### config.mk
export PLATFORM = sky130hd
export DESIGN_NAME = iomem_timer
export DESIGN_NICKNAME = d
export VERILOG_FILES = /design/src/rtl/iomem_timer.sv
export SDC_FILE = /design/constraint.sdc
export NUM_CORES = 1
export LEC_CHECK = 0
export ABC_AREA = 1
export CAP_MARGIN = 20
export CORE_MARGIN = 1.5
export CORE_UTILIZATION = 51
export CTS_BUF_LIST = sky130_fd_sc_hd__clkbuf_2 sky130_fd_sc_hd__clkbuf_4 sky130_fd_sc_hd__clkbuf_8
export DETAILED_ROUTE_END_ITERATION = 16
export PLACE_DENSITY = 0.88
export SLEW_MARGIN = 20
export SYNTH_ARGS = -nofsm -noshare
export SYNTH_HDL_FRONTEND = slang
export SYNTH_SLANG_ARGS = --single-unit
### constraint.sdc
create_clock -name clk -period 1.6 [get_ports clk]
set_input_delay 0.4 -clock clk [delete_from_list [all_inputs] [get_ports clk]]
set_output_delay 0.4 -clock clk [all_outputs]
set_load 0.02 [all_outputs]
### src/rtl/iomem_timer.sv
// Countdown timer with prescaler, responding on the iomem bus.
// 32-byte register window with a registered single-cycle acknowledge.
module iomem_timer #(
   parameter logic [31:0] BASE_ADDR = 32'h0300_0000
) (
   input  logic        clk,
   input  logic        reset,
   input  logic        iomem_valid,
   output logic        iomem_ready,
   input  logic [3:0]  iomem_wstrb,
   input  logic [31:0] iomem_addr,
   input  logic [31:0] iomem_wdata,
   output logic [31:0] iomem_rdata,
   output logic        irq
);

   function automatic logic [31:0] byte_merge(input logic [31:0] old_v,
                                              input logic [31:0] new_v,
                                              input logic [3:0]  strb);
      logic [31:0] r;
      r = old_v;
      for (int i = 0; i < 4; i++) begin
         if (strb[i]) r[8*i +: 8] = new_v[8*i +: 8];
      end
      return r;
   endfunction

   logic        ready_q, ready_d;
   logic [31:0] rdata_q, rdata_d;
   logic        enable_q, enable_d;
   logic        irq_en_q, irq_en_d;
   logic        auto_reload_q, auto_reload_d;
   logic [31:0] load_q, load_d;
   logic [31:0] count_q, count_d;
   logic        expired_q, expired_d;
   logic [15:0] prescale_q, prescale_d;
   logic [15:0] pcnt_q, pcnt_d;

   logic        sel, accept, wr_en, tick, expire;
   logic [2:0]  reg_off;
   logic [31:0] rd_val;
   logic        unused_addr_bits;

   assign unused_addr_bits = ^iomem_addr[1:0];

   always_comb begin
      sel     = iomem_valid && (iomem_addr[31:5] == BASE_ADDR[31:5]);
      accept  = sel && !ready_q;
      wr_en   = accept && (iomem_wstrb != 4'b0000);
      reg_off = iomem_addr[4:2];
      tick    = enable_q && (pcnt_q == prescale_q);
      expire  = tick && (count_q == 32'd0);

      case (reg_off)
         3'd0:    rd_val = {29'b0, auto_reload_q, irq_en_q, enable_q};
         3'd1:    rd_val = load_q;
         3'd2:    rd_val = count_q;
         3'd3:    rd_val = {31'b0, expired_q};
         3'd4:    rd_val = {16'b0, prescale_q};
         default: rd_val = 32'd0;
      endcase

      ready_d = accept;
      rdata_d = accept ? rd_val : 32'd0;

      pcnt_d = (enable_q && !tick) ? pcnt_q + 16'd1 : 16'd0;

      // One-shot clear first so a same-cycle CTRL write overrides it
      enable_d      = enable_q;
      irq_en_d      = irq_en_q;
      auto_reload_d = auto_reload_q;
      if (expire && !auto_reload_q) enable_d = 1'b0;
      if (wr_en && reg_off == 3'd0 && iomem_wstrb[0]) begin
         enable_d      = iomem_wdata[0];
         irq_en_d      = iomem_wdata[1];
         auto_reload_d = iomem_wdata[2];
      end

      load_d = load_q;
      if (wr_en && reg_off == 3'd1) load_d = byte_merge(load_q, iomem_wdata, iomem_wstrb);

      // Bus write to COUNT takes precedence over decrement/reload
      count_d = count_q;
      if (tick) begin
         if (count_q != 32'd0)  count_d = count_q - 32'd1;
         else if (auto_reload_q) count_d = load_q;
      end
      if (wr_en && reg_off == 3'd2) count_d = byte_merge(count_q, iomem_wdata, iomem_wstrb);

      expired_d = expired_q;
      if (wr_en && reg_off == 3'd3 && iomem_wstrb[0] && iomem_wdata[0]) expired_d = 1'b0;
      if (expire) expired_d = 1'b1;

      prescale_d = prescale_q;
      if (wr_en && reg_off == 3'd4) begin
         if (iomem_wstrb[0]) prescale_d[7:0]  = iomem_wdata[7:0];
         if (iomem_wstrb[1]) prescale_d[15:8] = iomem_wdata[15:8];
      end
   end

   always_ff @(posedge clk) begin
      if (reset) begin
         ready_q       <= 1'b0;
         rdata_q       <= 32'd0;
         enable_q      <= 1'b0;
         irq_en_q      <= 1'b0;
         auto_reload_q <= 1'b0;
         load_q        <= 32'd0;
         count_q       <= 32'd0;
         expired_q     <= 1'b0;
         prescale_q    <= 16'd0;
         pcnt_q        <= 16'd0;
      end else begin
         ready_q       <= ready_d;
         rdata_q       <= rdata_d;
         enable_q      <= enable_d;
         irq_en_q      <= irq_en_d;
         auto_reload_q <= auto_reload_d;
         load_q        <= load_d;
         count_q       <= count_d;
         expired_q     <= expired_d;
         prescale_q    <= prescale_d;
         pcnt_q        <= pcnt_d;
      end
   end

   assign iomem_ready = ready_q;
   assign iomem_rdata = rdata_q;
   assign irq         = expired_q & irq_en_q;

endmodule

==> results_dict.tcl, run 1 <==
set metrics [dict create \
    start_util_pct 52.68 \
    synth_area_leaders "dfxtp_1 (36%), nand2_1 (17%), nor2_1 (9.1%), a21oi_1 (6.3%), inv_1 (5.6%)" \
    ys_seq_area_share_pct 36.13 \
    cts_made_buffers 17 \
    status "stopped before the end" \
    htree_levels 4 \
    clock-root-buffer "clkbuf_8" \
    die_w_um 123.2 \
    clk_path_buf_depth 2 \
    num_rows 43 \
    gr-total-overflow 3 \
    netlist_area_um2 7370 \
    crit_endpoint "count_q[21]$_SDFFE_PP0P_/D" \
    syn_nets 1232 \
    post-place-ws_ns -0.7615 \
    error "[ERROR GRT-0232] Routing congestion too high. Check the congestion heatmap in the GUI." \
    synth.top_cell.area_share_pct 36.13 \
    gp_congestion 0.9559 \
    clkSinkCount 133 \
    io_buffers 102 \
    grt.total_usage_pct 59.54 \
    cts_hold_buf 0 \
    synth_area_leader_cell "dfxtp_1" \
    netlist_instances 1158 \
    yosysUniqueCellTypes 42 \
    worstEndpointType "sequential cell input" \
    lastStage "5_1_grt" \
    hpwl_um 18780 \
    synth.avg_cell_area_um2 6.364 \
    die_y_um 123.2 \
    grt_max_degree 47 \
    yosys_register_bits 133 \
    io_pins 105 \
    yosysWarnings 0 \
]
repair_timing:
item / 4_1_cts
endpoints found under the setup margin: 163
setup buffers: 25
gates cloned: 2
pin swaps: 73
endpoints found under the hold margin: 0
gates resized for setup: 242
cell usage after synthesis:
cell	number
nor2_4	5
a21oi_2	3
nand2_4	2
a41oi_1	1
o21ai_0	71
or2_0	2
buf_6	5
nand3_2	2
o211ai_1	4
nor2_2	7
nand2_1	328
a31oi_1	5
nand4_2	2
nand4_1	15
xnor2_1	13
o22ai_1	4
nor3_1	22
nand2_2	4
inv_1	110
buf_2	4
nor3_4	1
inv_2	6
clkinv_1	1
buf_4	1
nor3b_1	2
o31ai_1	1
clkbuf_1	22
nand3_4	1
nor4_1	2
o21ai_1	6
nand3b_1	1
or2_2	1
xor2_1	13
nand3_1	69
dfxtp_1	133
o21bai_1	1
nor2_1	179
a221oi_1	8
ha_1	3
nor3_2	4
inv_4	1
a21oi_1	93
through the flow:
step	area, um^2	std cells	utilization [%]
after global placement	9985	1598	71.38
after CTS	11140	1657	79.61
after detailed placement	9985	1598	71.38
after floorplan	7437	1158	-
layer usage:
layer / GRT overflow / track usage [%]
met2: 1 / 82.95
met5: 0 / 6.944
met1: 0 / 60.40
met4: 2 / 60.63
met3: 0 / 33.35
logic make-up after synthesis:
logic type / after synthesis / synth area share [%]
AND/OR/NAND/NOR: 649 / 37.62
buffers and inverters: 150 / 8.302
AO/OA/AOI/OAI: 197 / 14.35
XOR/XNOR: 26 / 3.090
adder cells (fa/ha/maj): 3 / 0.5094
flip-flops: 133 / 36.13
==> run 2: changes to the inputs <==
--- a/config.mk
+++ b/config.mk
@@ -8,10 +8,9 @@
 export ABC_AREA = 1
 export CAP_MARGIN = 20
 export CORE_MARGIN = 1.5
-export CORE_UTILIZATION = 51
-export CTS_BUF_LIST = sky130_fd_sc_hd__clkbuf_2 sky130_fd_sc_hd__clkbuf_4 sky130_fd_sc_hd__clkbuf_8
+export CORE_UTILIZATION = 40
 export DETAILED_ROUTE_END_ITERATION = 16
-export PLACE_DENSITY = 0.88
+export PLACE_DENSITY_LB_ADDON = 0.15
 export SLEW_MARGIN = 20
 export SYNTH_ARGS = -nofsm -noshare
 export SYNTH_HDL_FRONTEND = slang
==> constraint.sdc (replaced) <==
create_clock -name clk -period 2.1 [get_ports clk]
set_input_delay 0.525 -clock clk [delete_from_list [all_inputs] [get_ports clk]]
set_output_delay 0.525 -clock clk [all_outputs]
set_load 0.02 [all_outputs]
==> results_dict.tcl, run 2 <==
set metrics [dict create \
    drv_slew 0 \
    syn_nets 1232 \
    clk_pin_slew_ns 0.06 \
    gp_congestion 0.9383 \
    path_class "reg -> out" \
    core-area_um2 18020 \
    synth.avg_cell_area_um2 6.364 \
    ant_nets 0 \
    die_w_um 138.7 \
    leakage_nw 4.560 \
    synth_area_leader_cell "dfxtp_1" \
    vias 8187 \
    cts_made_buffers 17 \
    ys_seq_area_share_pct 36.13 \
    final_cell_mix "nand2_1 (321), nor2_1 (165), dfxtp_1 (132)" \
    num-fill-cells 1782 \
    wl_met3_um 1269 \
    gr-total-overflow 0 \
    synth_area_leaders "dfxtp_1 (36%), nand2_1 (17%), nor2_1 (9.1%), a21oi_1 (6.3%), inv_1 (5.6%)" \
    grt_max_degree 28 \
    timing.final.crit_share_pct 95.66 \
    rsz0062_at_grt "yes" \
    drc_errors 0 \
    fmax_mhz 497.8 \
    powerDensity_nw_per_um2 571.7 \
    htree_levels 4 \
    yosys_register_bits 133 \
    wl_met2_um 11060 \
    netlist_instances 1158 \
    yosysWarnings 0 \
    post-synth-top-count-cell "nand2_1" \
    clkSinkCount 133 \
    start_kind "flip-flop" \
    drtPass1Iterations 7 \
    finClkSkew_ns 0.008772 \
    cap_violations 0 \
    critical_path_arrival_ns 1.48 \
    finalNetCount 1450 \
    netlist_area_um2 7370 \
    num_rows 49 \
    grt_first_pass_wirelength_um 38740 \
    hpwl_um 18150 \
    dp.cells 1583 \
    slew_headroom_pct 69.81 \
    die_y_um 138.7 \
    area_delta_synth_final_pct 40.29 \
    antenna_cells 0 \
    antenna_found_initial 0 \
    grt_pass1_vias 7699 \
    status "finished, final reports clean" \
    ir_drop_mv 1.120 \
    hold_viol_final 0 \
    holdWs_ns 0.4670 \
    die_area_um2 19250 \
    top_layer "met4" \
    path_max_fanout 3 \
    yosysUniqueCellTypes 42 \
    start_util_pct 40.89 \
    io_pins 105 \
    period_minus_slack_ns 2.009 \
    cts_tree "built" \
    io_buffers 102 \
    clk_path_buf_depth 2 \
    synth.top_cell.area_share_pct 36.13 \
    clock_latency_ns 0.44 \
    worstSetupEndpointType "output port" \
    layout_commonest_cell "nand2_1" \
    wirelength_um 23930 \
    synth.top_cells.by_count "nand2_1 (328), nor2_1 (179), dfxtp_1 (133)" \
    drt-met1-wl_um 11010 \
    wl_per_cell_um 14.80 \
    worstMarginPinSlew_ns 0.4512 \
    fin_ws_ns 0.09120 \
    synth_async_sr_flop_share_pct 0 \
    finalSetupViolCount 0 \
    critical_path_required_ns 1.57 \
    stdcell_count 1617 \
    cts_hold_buf 0 \
    grt.total_usage_pct 24.97 \
    layout-drive-gt1-share_pct 16.93 \
    clock-root-buffer "clkbuf_16" \
    hold_class "reg -> reg" \
    post-place-ws_ns -0.3648 \
    synth-edff-count 0 \
    viasPerCell 5.063 \
    drtIter0Drc 527 \
    ys.flop_type "dfxtp_1" \
]
[run 2: cell counts after synthesis]
No cell type changed its count.
[run 2: through the flow]
step | cell area (um^2) | power (W) | setup TNS (ns) | util [%]
floorplan | 7370 | 0.002677 | 0 | -
global placement | 9542 | 0.002916 | -27.45 | 52.94
detailed placement | 9542 | 0.002917 | -28.33 | 52.94
CTS | 10130 | 0.005928 | 0 | 56.23
global route | 10340 | 0.006103 | -0.03919 | 57.36
finish | 10340 | 0.005911 | 0 | 57.36
[run 2: kinds of logic (layout without fill, tap and decap cells)]
kind of cell / Yosys count / count (layout) / synth area share, %
buffers and inverters: 150 / 379 / 8.302
DFF: 133 / 133 / 36.13
adders and majority gates: 3 / 3 / 0.5094
and+or+nand+nor: 649 / 650 / 37.62
xor gates and xnor gates: 26 / 26 / 3.090
AOI/OAI and AO/OA: 197 / 197 / 14.35
[run 2: where the power goes]
| part | switching, W | internal (W) | total, W |
|---|---|---|---|
| registers | 0.00000000000118 | 0.00252 | 0.00252 |
| logic | 0.000160 | 0.000183 | 0.000343 |
| clock network | 0.00120 | 0.00184 | 0.00304 |
[run 2: timing repair]
item                                    in CTS  in global routing
gates resized for setup                      0                 56
endpoints found under the setup margin       0                 56
setup buffers                                0                  1
[run 2: worst max-delay path: stages, from the launching register on]
cell and delay (ns):
dfxtp_1 0.35, nand2_1 0.06, inv_1 0.05, clkdlybuf4s50_1 0.59
[run 2: layer usage]
| layer | vias up | global-route usage (%) |
|---|---|---|
| li1 | 4177 | - |
| met1 | 3740 | 32.13 |
| met2 | 232 | 42.03 |
| met3 | 38 | 5.352 |
| met4 | 0 | 7.621 |
| met5 | - | 0 |
[run 2: cell type report]
class | instances | area (um^2) | area share, %
flip-flops and latches | 133 | 2664 | 25.77
clock inverters | 10 | 122.6 | 1.186
inverters | 118 | 454.2 | 4.393
multi-input cells | 876 | 4255 | 41.16
well taps | 229 | 286.5 | 2.771
clock buffers | 21 | 470.5 | 4.550
repair buffers | 230 | 2086 | 20.17
[run 2: worst paths after layout]
check	cells past startpoint	startpoint	to	slack, ns
min reg2reg	2	irq_en_q	irq_en_q	0.47
max reg2reg	11	count_q[17]	count_q[5]	0.10
max	3	expired_q	irq	0.09
min	2	irq_en_q	irq_en_q	0.47
(Power assumes the default switching activity.)
==> run 3: changes to the inputs <==
--- a/config.mk
+++ b/config.mk
@@ -10,7 +10,9 @@
 export CORE_MARGIN = 1.5
 export CORE_UTILIZATION = 40
 export DETAILED_ROUTE_END_ITERATION = 16
+export GPL_TIMING_DRIVEN = 0
 export PLACE_DENSITY_LB_ADDON = 0.15
+export SKIP_LAST_GASP = 1
 export SLEW_MARGIN = 20
 export SYNTH_ARGS = -nofsm -noshare
 export SYNTH_HDL_FRONTEND = slang
==> constraint.sdc (replaced) <==
create_clock -name clk -period 1.6 [get_ports clk]
set_input_delay 0.4 -clock clk [delete_from_list [all_inputs] [get_ports clk]]
set_output_delay 0.4 -clock clk [all_outputs]
set_load 0.02 [all_outputs]
==> results_dict.tcl, run 3 (same netlist as run 2, synthesis figures left out) <==
set metrics [dict create \
    cp_slowest_cell "dfxtp_2" \
    core-area_um2 18020 \
    htree_levels 4 \
    num_rows 49 \
    dpl-instance-area_um2 8745 \
    vias 8811 \
    stdcell_count 1622 \
    io_buffers 102 \
    ant_nets 0 \
    status "complete, but fails checks" \
    path_max_fanout 4 \
    drtPass1Iterations 6 \
    dp.cells 1489 \
    powerDensity_nw_per_um2 660.9 \
    io_pins 105 \
    crit_family "simple AND/OR/NAND/NOR gates" \
    start_kind "flip-flop" \
    worstPathCellList "nor2_2 > nand2_1 > nor2_2 > nand2_1 > nor2_1 > nand2_1 > nand2_1 > nand2_1 > nand2_1 > nand2_1 > nand2_1 > nand2_2 > a21oi_2" \
    clock-root-buffer "clkbuf_16" \
    drtIter0Drc 932 \
    die_area_um2 19250 \
    ir_drop_mv 0.8371 \
    grt_max_degree 17 \
    cts_hold_buf 0 \
    violations "setup timing" \
    die_y_um 138.7 \
    layout_commonest_cell "nand2_1" \
    timing.final.crit_share_pct 127.8 \
    antenna_cells 0 \
    cp_num_buf_inv 0 \
    drv_slew 0 \
    clk_pin_slew_ns 0.07 \
    finalNetCount 1454 \
    cts_made_buffers 17 \
    worstSetupEndpointType "flip-flop" \
    period_minus_slack_ns 2.044 \
    rsz0062_at_grt "yes" \
    gp_congestion 0.9265 \
    finalPower_w 0.007860 \
    fmax_mhz 489.2 \
    clkSinkCount 133 \
    wirelength_um 30060 \
    cp_slowest_stage_delay_ns 0.34 \
    die_w_um 138.7 \
    area_delta_synth_final_pct 61.38 \
    wl_per_cell_um 18.53 \
    clock_latency_ns 0.45 \
    start_util_pct 40.89 \
    fin_area_um2 11890 \
    layout-drive-gt1-share_pct 35.68 \
    fin_ws_ns -0.4443 \
    grt_first_pass_wirelength_um 43210 \
    final_cell_mix "nand2_1 (283), nor2_1 (116), inv_1 (93)" \
    cp_common_cell "nand2_1" \
    hold_class "in -> reg" \
    critical_path_required_ns 1.98 \
    path_class "reg -> reg" \
    viasPerCell 5.432 \
    multi_input_area_um2 5466 \
    worstMarginPinSlew_ns 0.7967 \
    num-fill-cells 1524 \
    clk_path_buf_depth 2 \
    hpwl_um 19050 \
    antenna_found_initial 0 \
    cap_violations 0 \
    post-place-ws_ns -1.332 \
    hold_viol_final 0 \
    grt_pass1_vias 8066 \
    leakage_nw 5.199 \
    finalSetupViolCount 127 \
    grt.total_usage_pct 28.57 \
    slew_headroom_pct 46.89 \
    drc_errors 0 \
    finClkSkew_ns 0.01522 \
    critical_path_arrival_ns 2.42 \
    gr-total-overflow 0 \
    ff_latch_area_um2 2755 \
    cts_tree "built" \
]
-- run 3: cell count changes in the layout (fill, tap and decap cells not counted), sizes merged --
cell / previous run / this run
buf: 128 / 108
clkbuf: 21 / 42
clkdlybuf4s50: 100 / 33
clkinv: 5 / 1
clkinvlp: 4 / 8
dlygate4sd2: 0 / 63
dlymetal6s2s: 2 / 5
inv: 117 / 121
nand2: 335 / 336
-- run 3: layer usage --
| layer | GRT usage, % | wire (um) | up-vias |
|---|---|---|---|
| li1 | - | - | 4209 |
| met1 | 34.85 | 11690 | 4088 |
| met2 | 48.94 | 14590 | 403 |
| met3 | 6.354 | 2310 | 111 |
| met4 | 11.46 | 1467 | 0 |
| met5 | 0 | 0 | - |
-- run 3: cell type report --
type                       count  area share [%]
inverter                     118           4.061
tap                          229           2.409
timing repair buffer         202           16.60
buffer                        31           2.799
sequential                   133           23.17
clock buffer                  18           3.609
clock inverter                14           1.389
multi-input combinational    877           45.97
-- run 3: worst min-delay path: cells and delay by family --
family	cells	cell delay [ns]
compound gates	1	0.07
simple gates	1	0.14
buf+inv	1	0.18
-- run 3: stage by stage --
stage	utilization [%]	hold WS (ns)	setup TNS, ns
floorplan	-	0.4369	-2.554
global placement	48.51	0.4556	-118.84
detailed placement	48.51	0.4620	-119.49
CTS	59.73	0.4702	-13.29
global route	65.98	0.3940	-29.47
finish	65.98	0.3809	-17.61
-- run 3: what timing repair did --
| item | in CTS | in global routing |
|---|---|---|
| buffers inserted | 62 | 30 |
| pin swaps | 122 | 83 |
| cloned | 5 | 6 |
| hold endpoints to repair | 0 | 0 |
| setup endpoints to repair | 166 | 130 |
| resized for setup | 342 | 258 |
-- run 3: report_power, final --
| part | total [W] | switching, W | leakage (nW) | internal, W |
|---|---|---|---|---|
| clock | 0.00409 | 0.00175 | 0.278 | 0.00234 |
| combinational | 0.000478 | 0.000282 | 3.82 | 0.000197 |
| sequential | 0.00329 | 0.00000000000247 | 1.10 | 0.00329 |
-- run 3: final timing paths --
| path | start | endpoint | slack [ns] | cells after the start |
|---|---|---|---|---|
| setup reg to reg | count_q[11] | count_q[30] | -0.44 | 13 |
| setup / recovery | count_q[11] | count_q[30] | -0.44 | 13 |
| hold / removal | iomem_wstrb[0] | enable_q | 0.38 | 3 |
| hold reg to reg | irq_en_q | irq_en_q | 0.47 | 2 |
